$ cat src/rtl/branch_resolve_unit_pkg.sv
// -----------------------------------------------------------------------------
// lc3b_types: shared types for the two-level branch predictor and its
// resolve-side unit.
//   lc3b_word       16-bit machine word / PC
//   lc3b_bht_ind    3-bit BHT index (pc[3:1])
//   lc3b_bht_out    BHT history entry (BRQ_HIST_W bits)
//   lc3b_pht_ind    PHT index {pc[3:1], history}
//   lc3b_ctr2       2-bit saturating PHT counter
//   lc3b_brq_entry  checkpoint stored per in-flight predicted branch
// ctr_update() gives the next saturating counter value for an outcome.
// -----------------------------------------------------------------------------
package lc3b_types;

    localparam int BRQ_HIST_W = 4;

    typedef logic [15:0]             lc3b_word;
    typedef logic [2:0]              lc3b_bht_ind;
    typedef logic [BRQ_HIST_W-1:0]   lc3b_bht_out;
    typedef logic [2+BRQ_HIST_W:0]   lc3b_pht_ind;
    typedef logic [1:0]              lc3b_ctr2;

    typedef struct packed {
        lc3b_word    pc;
        lc3b_bht_out hist;
        lc3b_ctr2    ctr;
        logic        taken;
        lc3b_word    target;
    } lc3b_brq_entry;

    // Saturating 2-bit counter: step toward 3 on taken, toward 0 otherwise.
    function automatic lc3b_ctr2 ctr_update(input lc3b_ctr2 ctr, input logic taken);
        lc3b_ctr2 r;
        r = ctr;
        if (taken) begin
            if (ctr != 2'd3) r = ctr + 2'd1;
        end else begin
            if (ctr != 2'd0) r = ctr - 2'd1;
        end
        return r;
    endfunction

endpackage

$ cat src/rtl/branch_resolve_unit_if.sv
// -----------------------------------------------------------------------------
// branch_resolve_unit_if: bundle of all non-clock signals of the branch
// resolve unit.
//   master modport: fetch/execute side (drives pred_* and res_*, observes the
//                   write-back, redirect and status outputs)
//   slave modport : the branch_resolve_unit itself
// Optional macro BRU_STATS_EN adds stat_branches / stat_mispredicts.
// -----------------------------------------------------------------------------
interface branch_resolve_unit_if;
    import lc3b_types::*;

    // Prediction checkpoint push
    logic        pred_valid;
    logic        pred_ready;
    lc3b_word    pred_pc;
    lc3b_bht_out pred_hist;
    lc3b_ctr2    pred_ctr;
    logic        pred_taken;
    lc3b_word    pred_target;
    // Resolution of the oldest branch
    logic        res_valid;
    logic        res_taken;
    lc3b_word    res_target;
    // Predictor write-back
    logic        bht_we;
    lc3b_bht_ind bht_idx;
    lc3b_bht_out bht_wdata;
    logic        pht_we;
    lc3b_pht_ind pht_idx;
    lc3b_ctr2    pht_wdata;
    // Redirect / status
    logic        mispredict;
    lc3b_word    redirect_pc;
    logic        res_underflow;
`ifdef BRU_STATS_EN
    logic [15:0] stat_branches;
    logic [15:0] stat_mispredicts;
`endif

    modport master (
`ifdef BRU_STATS_EN
        input  stat_branches, stat_mispredicts,
`endif
        output pred_valid, pred_pc, pred_hist, pred_ctr, pred_taken, pred_target,
        output res_valid, res_taken, res_target,
        input  pred_ready, bht_we, bht_idx, bht_wdata, pht_we, pht_idx, pht_wdata,
        input  mispredict, redirect_pc, res_underflow
    );

    modport slave (
`ifdef BRU_STATS_EN
        output stat_branches, stat_mispredicts,
`endif
        input  pred_valid, pred_pc, pred_hist, pred_ctr, pred_taken, pred_target,
        input  res_valid, res_taken, res_target,
        output pred_ready, bht_we, bht_idx, bht_wdata, pht_we, pht_idx, pht_wdata,
        output mispredict, redirect_pc, res_underflow
    );

endinterface

$ cat src/rtl/branch_resolve_unit_brq.sv
// -----------------------------------------------------------------------------
// brq_fifo: DEPTH-entry circular checkpoint queue.
//   clk, reset_n : clock, asynchronous active-low reset (pointers only)
//   push, wdata  : enqueue at tail (ignored when full unless popping too)
//   pop          : dequeue head (ignored when empty)
//   clear        : empty the queue; wins over push and pop
//   full, empty  : occupancy flags
//   head         : oldest entry, combinational read so the caller can compare
//                  it in the same cycle it is popped
// DEPTH must be a power of two so pointers wrap by natural overflow.
// -----------------------------------------------------------------------------
module brq_fifo
    import lc3b_types::*;
#(
    parameter int DEPTH = 8
) (
    input  logic          clk,
    input  logic          reset_n,
    input  logic          push,
    input  lc3b_brq_entry wdata,
    input  logic          pop,
    input  logic          clear,
    output logic          full,
    output logic          empty,
    output lc3b_brq_entry head
);

    localparam int PTR_W = $clog2(DEPTH);
    localparam int CNT_W = PTR_W + 1;

    lc3b_brq_entry    mem [DEPTH];
    logic [PTR_W-1:0] head_reg, head_next;
    logic [PTR_W-1:0] tail_reg, tail_next;
    logic [CNT_W-1:0] count_reg, count_next;
    logic             push_ok;
    logic             pop_ok;

    assign full  = (count_reg == CNT_W'(DEPTH));
    assign empty = (count_reg == '0);
    assign head  = mem[head_reg];

    // A pop in the same cycle frees the slot the push needs.
    assign push_ok = push && !clear && (!full || pop_ok);
    assign pop_ok  = pop && !clear && !empty;

    always_comb begin
        head_next  = head_reg;
        tail_next  = tail_reg;
        count_next = count_reg;
        if (clear) begin
            head_next  = '0;
            tail_next  = '0;
            count_next = '0;
        end else begin
            if (push_ok) tail_next = tail_reg + PTR_W'(1);
            if (pop_ok)  head_next = head_reg + PTR_W'(1);
            case ({push_ok, pop_ok})
                2'b10:   count_next = count_reg + CNT_W'(1);
                2'b01:   count_next = count_reg - CNT_W'(1);
                default: count_next = count_reg;
            endcase
        end
    end

    always_ff @(posedge clk or negedge reset_n) begin
        if (!reset_n) begin
            head_reg  <= '0;
            tail_reg  <= '0;
            count_reg <= '0;
        end else begin
            head_reg  <= head_next;
            tail_reg  <= tail_next;
            count_reg <= count_next;
        end
    end

    // Storage needs no reset: occupancy is tracked entirely by count_reg.
    always_ff @(posedge clk) begin
        if (push_ok) mem[tail_reg] <= wdata;
    end

endmodule

$ cat src/rtl/branch_resolve_unit.sv
// -----------------------------------------------------------------------------
// branch_resolve_unit: resolve side of the two-level branch predictor.
//   clk      : clock
//   reset_n  : asynchronous active-low reset
//   bus      : branch_resolve_unit_if.slave
//              pred_*  checkpoint push from fetch (pred_ready = slot free)
//              res_*   actual outcome of the oldest branch, pops the queue
//              bht_*/pht_* registered predictor write-back (1 cycle later)
//              mispredict/redirect_pc registered redirect pulse
//              res_underflow sticky flag: resolve seen with empty queue
// Optional macro BRU_STATS_EN: adds saturating stat_branches (every res_valid)
// and stat_mispredicts (every mispredict pulse) counters, visible in the same
// cycle as the corresponding write-back / pulse.
// The cycle in which mispredict is high is the squash cycle: the queue is
// cleared, any push is dropped and any resolve counts as underflow.
// -----------------------------------------------------------------------------
module branch_resolve_unit
    import lc3b_types::*;
#(
    parameter int DEPTH  = 8,
    parameter int HIST_W = BRQ_HIST_W
) (
    input  logic clk,
    input  logic reset_n,
    branch_resolve_unit_if.slave bus
);

    lc3b_brq_entry pred_entry;
    lc3b_brq_entry head_entry;
    logic          full;
    logic          empty;
    logic          squash;
    logic          push;
    logic          pop;
    logic          underflow_ev;
    logic          mis_now;

    logic          bht_we_reg,      bht_we_next;
    lc3b_bht_ind   bht_idx_reg,     bht_idx_next;
    lc3b_bht_out   bht_wdata_reg,   bht_wdata_next;
    logic          pht_we_reg,      pht_we_next;
    lc3b_pht_ind   pht_idx_reg,     pht_idx_next;
    lc3b_ctr2      pht_wdata_reg,   pht_wdata_next;
    logic          mispredict_reg,  mispredict_next;
    lc3b_word      redirect_pc_reg, redirect_pc_next;
    logic          underflow_reg,   underflow_next;

    assign squash = mispredict_reg;

    assign pred_entry = '{pc:     bus.pred_pc,
                          hist:   bus.pred_hist,
                          ctr:    bus.pred_ctr,
                          taken:  bus.pred_taken,
                          target: bus.pred_target};

    // Ready is held high in the squash cycle so fetch never stalls on a
    // queue that is about to be emptied.
    assign bus.pred_ready = !full || bus.res_valid || squash;
    assign push           = bus.pred_valid && bus.pred_ready && !squash;
    // A resolve in the squash cycle sees the already-cleared queue.
    assign pop            = bus.res_valid && !empty && !squash;
    assign underflow_ev   = bus.res_valid && (empty || squash);

    brq_fifo #(
        .DEPTH (DEPTH)
    ) u_brq_fifo (
        .clk     (clk),
        .reset_n (reset_n),
        .push    (push),
        .wdata   (pred_entry),
        .pop     (pop),
        .clear   (squash),
        .full    (full),
        .empty   (empty),
        .head    (head_entry)
    );

    assign mis_now = (bus.res_taken != head_entry.taken) ||
                     (bus.res_taken && (bus.res_target != head_entry.target));

    always_comb begin
        bht_we_next      = 1'b0;
        bht_idx_next     = '0;
        bht_wdata_next   = '0;
        pht_we_next      = 1'b0;
        pht_idx_next     = '0;
        pht_wdata_next   = '0;
        mispredict_next  = 1'b0;
        redirect_pc_next = '0;
        underflow_next   = underflow_reg || underflow_ev;
        if (pop) begin
            bht_we_next    = 1'b1;
            bht_idx_next   = head_entry.pc[3:1];
            bht_wdata_next = {head_entry.hist[HIST_W-2:0], bus.res_taken};
            pht_we_next    = 1'b1;
            pht_idx_next   = {head_entry.pc[3:1], head_entry.hist};
            pht_wdata_next = ctr_update(head_entry.ctr, bus.res_taken);
            if (mis_now) begin
                mispredict_next  = 1'b1;
                redirect_pc_next = bus.res_taken ? bus.res_target
                                                 : head_entry.pc + 16'd2;
            end
        end
    end

    always_ff @(posedge clk or negedge reset_n) begin
        if (!reset_n) begin
            bht_we_reg      <= 1'b0;
            bht_idx_reg     <= '0;
            bht_wdata_reg   <= '0;
            pht_we_reg      <= 1'b0;
            pht_idx_reg     <= '0;
            pht_wdata_reg   <= '0;
            mispredict_reg  <= 1'b0;
            redirect_pc_reg <= '0;
            underflow_reg   <= 1'b0;
        end else begin
            bht_we_reg      <= bht_we_next;
            bht_idx_reg     <= bht_idx_next;
            bht_wdata_reg   <= bht_wdata_next;
            pht_we_reg      <= pht_we_next;
            pht_idx_reg     <= pht_idx_next;
            pht_wdata_reg   <= pht_wdata_next;
            mispredict_reg  <= mispredict_next;
            redirect_pc_reg <= redirect_pc_next;
            underflow_reg   <= underflow_next;
        end
    end

    assign bus.bht_we        = bht_we_reg;
    assign bus.bht_idx       = bht_idx_reg;
    assign bus.bht_wdata     = bht_wdata_reg;
    assign bus.pht_we        = pht_we_reg;
    assign bus.pht_idx       = pht_idx_reg;
    assign bus.pht_wdata     = pht_wdata_reg;
    assign bus.mispredict    = mispredict_reg;
    assign bus.redirect_pc   = redirect_pc_reg;
    assign bus.res_underflow = underflow_reg;

`ifdef BRU_STATS_EN
    logic [15:0] stat_branches_reg;
    logic [15:0] stat_mispredicts_reg;

    // Counted at the edge that registers the event so each counter moves in
    // the same cycle the write-back / pulse becomes visible.
    always_ff @(posedge clk or negedge reset_n) begin
        if (!reset_n) begin
            stat_branches_reg    <= '0;
            stat_mispredicts_reg <= '0;
        end else begin
            if (bus.res_valid && (stat_branches_reg != 16'hFFFF))
                stat_branches_reg <= stat_branches_reg + 16'd1;
            if (mispredict_next && (stat_mispredicts_reg != 16'hFFFF))
                stat_mispredicts_reg <= stat_mispredicts_reg + 16'd1;
        end
    end

    assign bus.stat_branches    = stat_branches_reg;
    assign bus.stat_mispredicts = stat_mispredicts_reg;
`endif

endmodule

$ cat src/flat_wrapper.sv
// flat-port wrapper written by rule: the top's interface ports become plain ports
module branch_resolve_unit_flat import lc3b_types::*;
#(
    parameter int DEPTH  = 8,
    parameter int HIST_W = BRQ_HIST_W
)
  (clk, reset_n, bus_pred_valid, bus_pred_pc, bus_pred_hist, bus_pred_ctr, bus_pred_taken, bus_pred_target, bus_res_valid, bus_res_taken, bus_res_target, bus_pred_ready, bus_bht_we, bus_bht_idx, bus_bht_wdata, bus_pht_we, bus_pht_idx, bus_pht_wdata, bus_mispredict, bus_redirect_pc, bus_res_underflow);
  branch_resolve_unit_if bus_i ();
  input  logic clk;
  input  logic reset_n;
  input wire logic [$bits(bus_i.pred_valid)-1:0] bus_pred_valid;
  input wire logic [$bits(bus_i.pred_pc)-1:0] bus_pred_pc;
  input wire logic [$bits(bus_i.pred_hist)-1:0] bus_pred_hist;
  input wire logic [$bits(bus_i.pred_ctr)-1:0] bus_pred_ctr;
  input wire logic [$bits(bus_i.pred_taken)-1:0] bus_pred_taken;
  input wire logic [$bits(bus_i.pred_target)-1:0] bus_pred_target;
  input wire logic [$bits(bus_i.res_valid)-1:0] bus_res_valid;
  input wire logic [$bits(bus_i.res_taken)-1:0] bus_res_taken;
  input wire logic [$bits(bus_i.res_target)-1:0] bus_res_target;
  output wire logic [$bits(bus_i.pred_ready)-1:0] bus_pred_ready;
  output wire logic [$bits(bus_i.bht_we)-1:0] bus_bht_we;
  output wire logic [$bits(bus_i.bht_idx)-1:0] bus_bht_idx;
  output wire logic [$bits(bus_i.bht_wdata)-1:0] bus_bht_wdata;
  output wire logic [$bits(bus_i.pht_we)-1:0] bus_pht_we;
  output wire logic [$bits(bus_i.pht_idx)-1:0] bus_pht_idx;
  output wire logic [$bits(bus_i.pht_wdata)-1:0] bus_pht_wdata;
  output wire logic [$bits(bus_i.mispredict)-1:0] bus_mispredict;
  output wire logic [$bits(bus_i.redirect_pc)-1:0] bus_redirect_pc;
  output wire logic [$bits(bus_i.res_underflow)-1:0] bus_res_underflow;
  assign bus_i.pred_valid = bus_pred_valid;
  assign bus_i.pred_pc = bus_pred_pc;
  assign bus_i.pred_hist = bus_pred_hist;
  assign bus_i.pred_ctr = bus_pred_ctr;
  assign bus_i.pred_taken = bus_pred_taken;
  assign bus_i.pred_target = bus_pred_target;
  assign bus_i.res_valid = bus_res_valid;
  assign bus_i.res_taken = bus_res_taken;
  assign bus_i.res_target = bus_res_target;
  assign bus_pred_ready = bus_i.pred_ready;
  assign bus_bht_we = bus_i.bht_we;
  assign bus_bht_idx = bus_i.bht_idx;
  assign bus_bht_wdata = bus_i.bht_wdata;
  assign bus_pht_we = bus_i.pht_we;
  assign bus_pht_idx = bus_i.pht_idx;
  assign bus_pht_wdata = bus_i.pht_wdata;
  assign bus_mispredict = bus_i.mispredict;
  assign bus_redirect_pc = bus_i.redirect_pc;
  assign bus_res_underflow = bus_i.res_underflow;
  branch_resolve_unit #(.DEPTH(DEPTH), .HIST_W(HIST_W)) u_core (.clk(clk), .reset_n(reset_n), .bus(bus_i));
endmodule
$ cat config.mk
export PLATFORM = sky130hd
export DESIGN_NAME = branch_resolve_unit_flat
export DESIGN_NICKNAME = d
export VERILOG_FILES = /design/src/rtl/branch_resolve_unit_pkg.sv /design/src/rtl/branch_resolve_unit_if.sv /design/src/rtl/branch_resolve_unit_brq.sv /design/src/rtl/branch_resolve_unit.sv /design/src/flat_wrapper.sv
export SDC_FILE = /design/constraint.sdc
export NUM_CORES = 1
export LEC_CHECK = 0
export BUFFER_PORTS_ARGS = -buffer_cell sky130_fd_sc_hd__buf_2
export CAP_MARGIN = 5
export CORE_MARGIN = 1.5
export CORE_UTILIZATION = 40
export DETAILED_ROUTE_END_ITERATION = 16
export PLACE_DENSITY = 0.56
export SETUP_SLACK_MARGIN = 0.02
export SLEW_MARGIN = 20
export SYNTH_ARGS = -nofsm -noshare
export SYNTH_HDL_FRONTEND = slang
export SYNTH_SLANG_ARGS = --single-unit
$ cat constraint.sdc
create_clock -name clk -period 5.8 [get_ports clk]
set_input_delay 1.16 -clock clk [delete_from_list [all_inputs] [get_ports clk]]
set_output_delay 1.16 -clock clk [all_outputs]
set_load 0.005 [all_outputs]
* Word level (Yosys, flattened, before mapping)
Memories as Yosys holds them, arrays and structs flattened.
Cells that the tools add are included.
** Cells by class
- $add $sub $neg :: 7
- $mul :: 0
- Divide/modulo/power cells :: 0
- Order comparisons :: 0
- Equal/unequal tests :: 6
- Shift-type cells :: 0
- Mux-type cells :: 21
- Bitwise operators :: 0
- Reductions and logical operators :: 24
** Operators with widths (number)
- $mux 16 :: 3
- $add 16x2->16 const B :: 1
- $ne 16x16->1 :: 1
- $mux 3 :: 5
- $logic_and 1x1->1 :: 10
- $mux 2 :: 4
- $mux 4 :: 2
- $pmux 4 s2 :: 1
- $mux 7 :: 1
- $add 3x1->3 const B :: 2
- $logic_or 1x1->1 :: 6
- $reduce_bool 2->1 :: 3
- $mux 1 :: 5
- $add 4x1->4 const B :: 1
- $eq 4x4->1 const B :: 1
- $logic_not 4->1 :: 1
- $sub 4x1->4 const B :: 1
- $logic_not 1->1 :: 3
- $reduce_bool 3->1 :: 1
- $add 2x1->2 const B :: 1
- $eq 2x1->1 const B :: 1
- $eq 2x2->1 const B :: 1
- $ne 2x2->1 const B :: 1
- $sub 2x1->2 const B :: 1
- $ne 1x1->1 :: 1
** Storage, ports and cells
- Register bits after elaboration :: 45
- Latch bits :: 0
- Memory bits (writable) :: 312
- Bits in read-only memories :: 0
- Input port bits :: 60
- Output and inout bits :: 37
- Logic and storage cells :: 70
- Memories kept :: 1
** Memory list
- u_core.u_brq_fifo.mem :: words 8, bits a word 39, rd ports 1, clocked after memory_dff 0, write ports 1, line branch_resolve_unit_brq.sv:31 : lc3b_brq_entry mem [DEPTH];

* Depth between registers and ports, before layout
- Depth after elaboration :: 11
- Mapped depth :: 16
- Depth with buffers taken out :: 15

* Modules after synthesis
From an unflattened synthesis, not the netlist that was laid out.
** Second synthesis, totals
- Cell total of the unflattened synthesis :: 700
- Area total of the unflattened synthesis :: 14022.2 µm²
** By module, submodules not included
- brq_fifo :: instances 1, cells an instance 536, area an instance 12406.9 µm², seq. area each 9619.2 µm²
- branch_resolve_unit :: instances 1, cells an instance 164, area an instance 1615.3 µm², seq. area each 725.7 µm²

* Worst setup path before layout
OpenSTA, ideal clock, no wires.
- Path type :: input to register
- Start :: input bus_res_valid
- End :: memory u_core.u_brq_fifo.mem[0][0] in the netlist's numbering, enable pin
- Library setup time :: 0.484 ns
- Arrival time :: 4.572 ns
- Data required time :: 5.316 ns
- Path slack :: 0.744 ns
- Stages :: 5
- Buffers on the path :: 0
- Cells stage by stage :: nand2_1 inv_1 o21ai_1 or3_1 nor3_1
** On the way
- Longest elaborated chain between the ends :: 8
- Elaborated cells on any way between the ends :: 13
- Classes of those cells :: mux (2); reduce/logical (11)
** Ends and longest elaborated chain
- start, declared :: line flat_wrapper.sv:17 : input wire logic [$bits(bus_i.res_valid)-1:0] bus_res_valid;
- $logic_or 1x1->1 or $logic_and 1x1->1 (tied branches) (2 in series) :: line branch_resolve_unit.sv:58, branch_resolve_unit.sv:61
- $logic_and 1x1->1 (on tied branches) (2 in series) :: line branch_resolve_unit.sv:59, branch_resolve_unit_brq.sv:44
- $logic_and 1x1->1 or $logic_or 1x1->1 (tied branches) :: line branch_resolve_unit_brq.sv:43 : assign push_ok = push && !clear && (!full || pop_ok);
- $logic_and 1x1->1 * :: line branch_resolve_unit_brq.sv:43
- $mux 1 * :: line branch_resolve_unit_brq.sv:79 : if (push_ok) mem[tail_reg] <= wdata;
- $mux 1 (not written as such) * :: line branch_resolve_unit_brq.sv:79
- end, declared :: line branch_resolve_unit_brq.sv:31
Every way passes the cells marked *; elsewhere a longest branch is shown, timed or not.

* Worst setup path after layout
- Start :: register u_core.u_brq_fifo.count_reg[1]
- End :: register u_core.u_brq_fifo.count_reg[3]
** On the way
- Longest elaborated chain between the ends :: 11
- Elaborated cells on any way between the ends :: 22
- Classes of those cells :: add/sub (2); eq/ne (3); mux (2); reduce/logical (15)
** Ends and longest elaborated chain
- start, declared :: line branch_resolve_unit_brq.sv:34 : logic [CNT_W-1:0] count_reg, count_next;
- start signal, assigned :: line branch_resolve_unit_brq.sv:73 : count_reg <= count_next;
- $eq 4x4->1 or $logic_not 4->1 (tied branches) :: line branch_resolve_unit_brq.sv:38, branch_resolve_unit_brq.sv:39
- $logic_not 1->1 (on tied branches)
- $logic_or 1x1->1 or $logic_and 1x1->1 (tied branches) (2 in series) :: line branch_resolve_unit.sv:58, branch_resolve_unit.sv:61
- $logic_and 1x1->1 (on tied branches) (2 in series) :: line branch_resolve_unit.sv:59, branch_resolve_unit_brq.sv:44
- $logic_and 1x1->1 or $logic_or 1x1->1 (tied branches) :: line branch_resolve_unit_brq.sv:43
- $logic_and 1x1->1 :: line branch_resolve_unit_brq.sv:43
- $eq 2x1->1 or $eq 2x2->1 (tied branches) :: line branch_resolve_unit_brq.sv:57 : case ({push_ok, pop_ok})
- $pmux 4 s2 :: line branch_resolve_unit_brq.sv:57
- $mux 4 :: line branch_resolve_unit_brq.sv:50 : if (clear) begin
Several ways; a longest one is shown, not always the timed one.
A chain may end at the register's enable or synchronous reset.

==> results_dict.tcl <==
set metrics [dict create \
    synth-seq-area-share 0.730 \
    post_cts_resized 0 \
    place.gp.congestion 0.779 \
    worstSetupStartpointType "register" \
    synth_area_sq_um 14200 \
    rows 68 \
    postCtsHoldBufs 0 \
    final.period_utilization 0.655 \
    synth_edf_count 312 \
    critical_path_class "register to register" \
    drive_gt1_frac 0.309 \
    port_buffers 96 \
    via_count 6762 \
    grt.total_usage 0.166 \
    cts.htree.levels 2 \
    synthCells 689 \
    postRouteAntennaNets 0 \
    fmax_mhz 263 \
    post-place-cells 1219 \
    drcViolationCount 0 \
    drv_cap 0 \
    core_area_sq_um 34700 \
    p_leak_nw 5.63 \
    stdcell_area_sq_um 16300 \
    area.sequential_sq_um 10400 \
    antenna_found_initial 3 \
    timing.hold.ws_ns 0.479 \
    multi_input_area_sq_um 3500 \
    start_util 0.408 \
    setup_tns_ns 0 \
    drt_iter0_drc 559 \
    synth_top_cell_by_area "edfxtp_1" \
    grt_max_degree 49 \
    clkSinkCount 351 \
    fin_nets 872 \
    ys_ff_latch 351 \
    overflow 0 \
    setup_viol 0 \
    min_period_ns 3.80 \
    slew_viol_final 0 \
    dp_hpwl_mm 18.3 \
    slew_headroom 0.341 \
    syn_nets 756 \
    grt_pass1_vias 7264 \
    die_area_sq_um 36500 \
    cts_buffers 39 \
    status "completed" \
    p_per_area_nw_per_um2 485 \
    avgSynthCellArea_sq_um 20.6 \
    synth_top_flop_cell "edfxtp_1" \
    cp_max_fo 12 \
    yosys_warnings 0 \
    synth_top_area_frac 0.661 \
    cts_tree "yes" \
    skew_ns 0.0293 \
    clkTransAtPathRegs_ns 0.06 \
    die-width_um 191 \
    grt_pass1_wl_mm 44.5 \
    fill_cells 2920 \
    reg2reg_slack_ns 2.00 \
    viasPerCell 5.23 \
    area_growth_pct 15.2 \
    fin_cells 1293 \
    required_ns 6.18 \
    async_flop_share 0.111 \
    worstMarginPinSlew_ns 0.989 \
    hp-class "register to register" \
    finalHoldViolations 0 \
    pin_count 97 \
    synth_cell_types 47 \
    insertion_delay_ns 0.53 \
    largest_reg_flops 312 \
    wirelength_mm 29.5 \
    firstDrtPassIters 4 \
    clk_path_buf_depth 3 \
    ir_drop_mv 0.219 \
    dpl-instance-area_sq_um 15100 \
    synthTopCellsByArea "edfxtp_1 (66%), mux4_2 (9.5%), dfrtp_1 (6.9%), mux4_1 (3.3%), mux2i_1 (2.5%)" \
    die_h_um 191 \
    endpoint_kind "register" \
    post_cts_buffers 0 \
    cp.arrival_ns 4.18 \
    rsz0062_at_grt "no" \
    root_buffer "clkbuf_16" \
    avgRoutedWirePerCell_um 22.9 \
]
==> layout make-up <==
cell class	instances	area share
diodes	2	0.000307
clock buffers	50	0.0636
clock inverters	22	0.0140
inverters	7	0.00161
multi-input cells	294	0.215
flip-flops and latches	351	0.634
well taps	455	0.0349
repair buffers	112	0.0368
==> per-layer routing <==
metal,GRT usage,part of all wire,vias to the layer above
met5,0,0.00098,-
met4,0.0445,0.021,4
met3,0.0316,0.044,52
met2,0.277,0.49,162
met1,0.224,0.44,3541
li1,-,-,3003
==> cell families (layout without fill, tap and decap cells) <==
| kind of cell | Yosys count | in the layout | synth area share |
|---|---|---|---|
| AO/OA/AOI/OAI | 33 | 33 | 0.0166 |
| XOR/XNOR | 34 | 34 | 0.0210 |
| adder cells (fa/ha/maj) | 7 | 7 | 0.00618 |
| buffers and inverters | 44 | 191 | 0.0263 |
| flip-flops | 351 | 351 | 0.730 |
| multiplexers | 122 | 122 | 0.163 |
| other | 0 | 2 | 0 |
| AND/OR/NAND/NOR | 98 | 98 | 0.0367 |
==> worst paths after layout <==
check / to / cells after the start / startpoint
worst min-delay path: u_core.bus.res_underflow$_DFF_PN0_ / 1 / u_core.bus.res_underflow$_DFF_PN0_
worst min register to register: u_core.bus.res_underflow$_DFF_PN0_ / 1 / u_core.bus.res_underflow$_DFF_PN0_
max in group asynchronous: u_core.u_brq_fifo.head_reg[1]$_DFFE_PN0P_ / 1 / reset_n
min in group asynchronous: u_core.bus.pht_wdata[0]$_DFF_PN0_ / 1 / reset_n
worst max-delay path: u_core.u_brq_fifo.count_reg[3]$_DFFE_PN0P_ / 14 / u_core.u_brq_fifo.count_reg[1]$_DFFE_PN0P_
worst max register to register: u_core.u_brq_fifo.count_reg[3]$_DFFE_PN0P_ / 14 / u_core.u_brq_fifo.count_reg[1]$_DFFE_PN0P_
==> stage by stage <==
step	util	power [mW]	setup WS [ns]
after CTS	0.470	8.04	2.02
final	0.470	7.92	2.00
after floorplan	-	5.00	0.744
after global routing	0.470	8.29	1.65
after global placement	0.434	5.55	1.73
after detailed placement	0.434	5.60	1.59
==> cell usage in the layout, fill, tap and decap left out, types with 3 or more instances in the layout <==
cell and instances:
a21oi_1 5, and2_1 4, buf_2 96, buf_4 16, bufinv_16 4, clkbuf_1 9, clkbuf_16 39, clkinv_1 5
clkinv_2 6, dfrtp_1 36, edfxtp_1 312, ha_1 7, inv_1 7, inv_6 4, mux2_2 3, mux2i_1 36
mux2i_2 3, mux4_1 18, mux4_2 60, nand2_1 18, nand2b_1 13, nand3_1 3, nor2_1 30, nor2_4 6
nor2b_1 3, nor4_1 4, o211a_1 9, o21ai_0 8, o21ai_1 5, xnor2_1 17, xor2_1 17
==> cells in the mapped netlist, drive strengths merged, types with 9 or more instances <==
library cell / number
nand2: 18
dfrtp: 39
xor2: 17
nand2b: 13
edfxtp: 312
o211a: 9
xnor2: 17
o21ai: 13
nor2: 37
mux2i: 41
buf: 31
mux4: 78
==> worst max-delay path, cell delays in order (launching register included) <==
cell and delay [ns]:
dfrtp_1 0.45, nor4_1 0.34, nor2_1 0.09, nand2_1 0.42
inv_1 0.23, o21ai_1 0.41, nor2_1 0.13, inv_1 0.10
ha_1 0.25, ha_1 0.31, a31o_2 0.26, a221oi_1 0.30
o21ai_0 0.15, xor2_1 0.16, nor2_1 0.05
==> report_power, final <==
group / leakage (nW) / switching [mW] / internal, mW / total [mW]
Sequential: 3.34 / 0.325 / 3.12 / 3.45
Combinational: 1.68 / 1.09 / 0.967 / 2.05
Clock: 0.616 / 0.968 / 1.45 / 2.42
Total: 5.63 / 2.38 / 5.54 / 7.92
No activity file was read; power rests on OpenSTA's default activity.
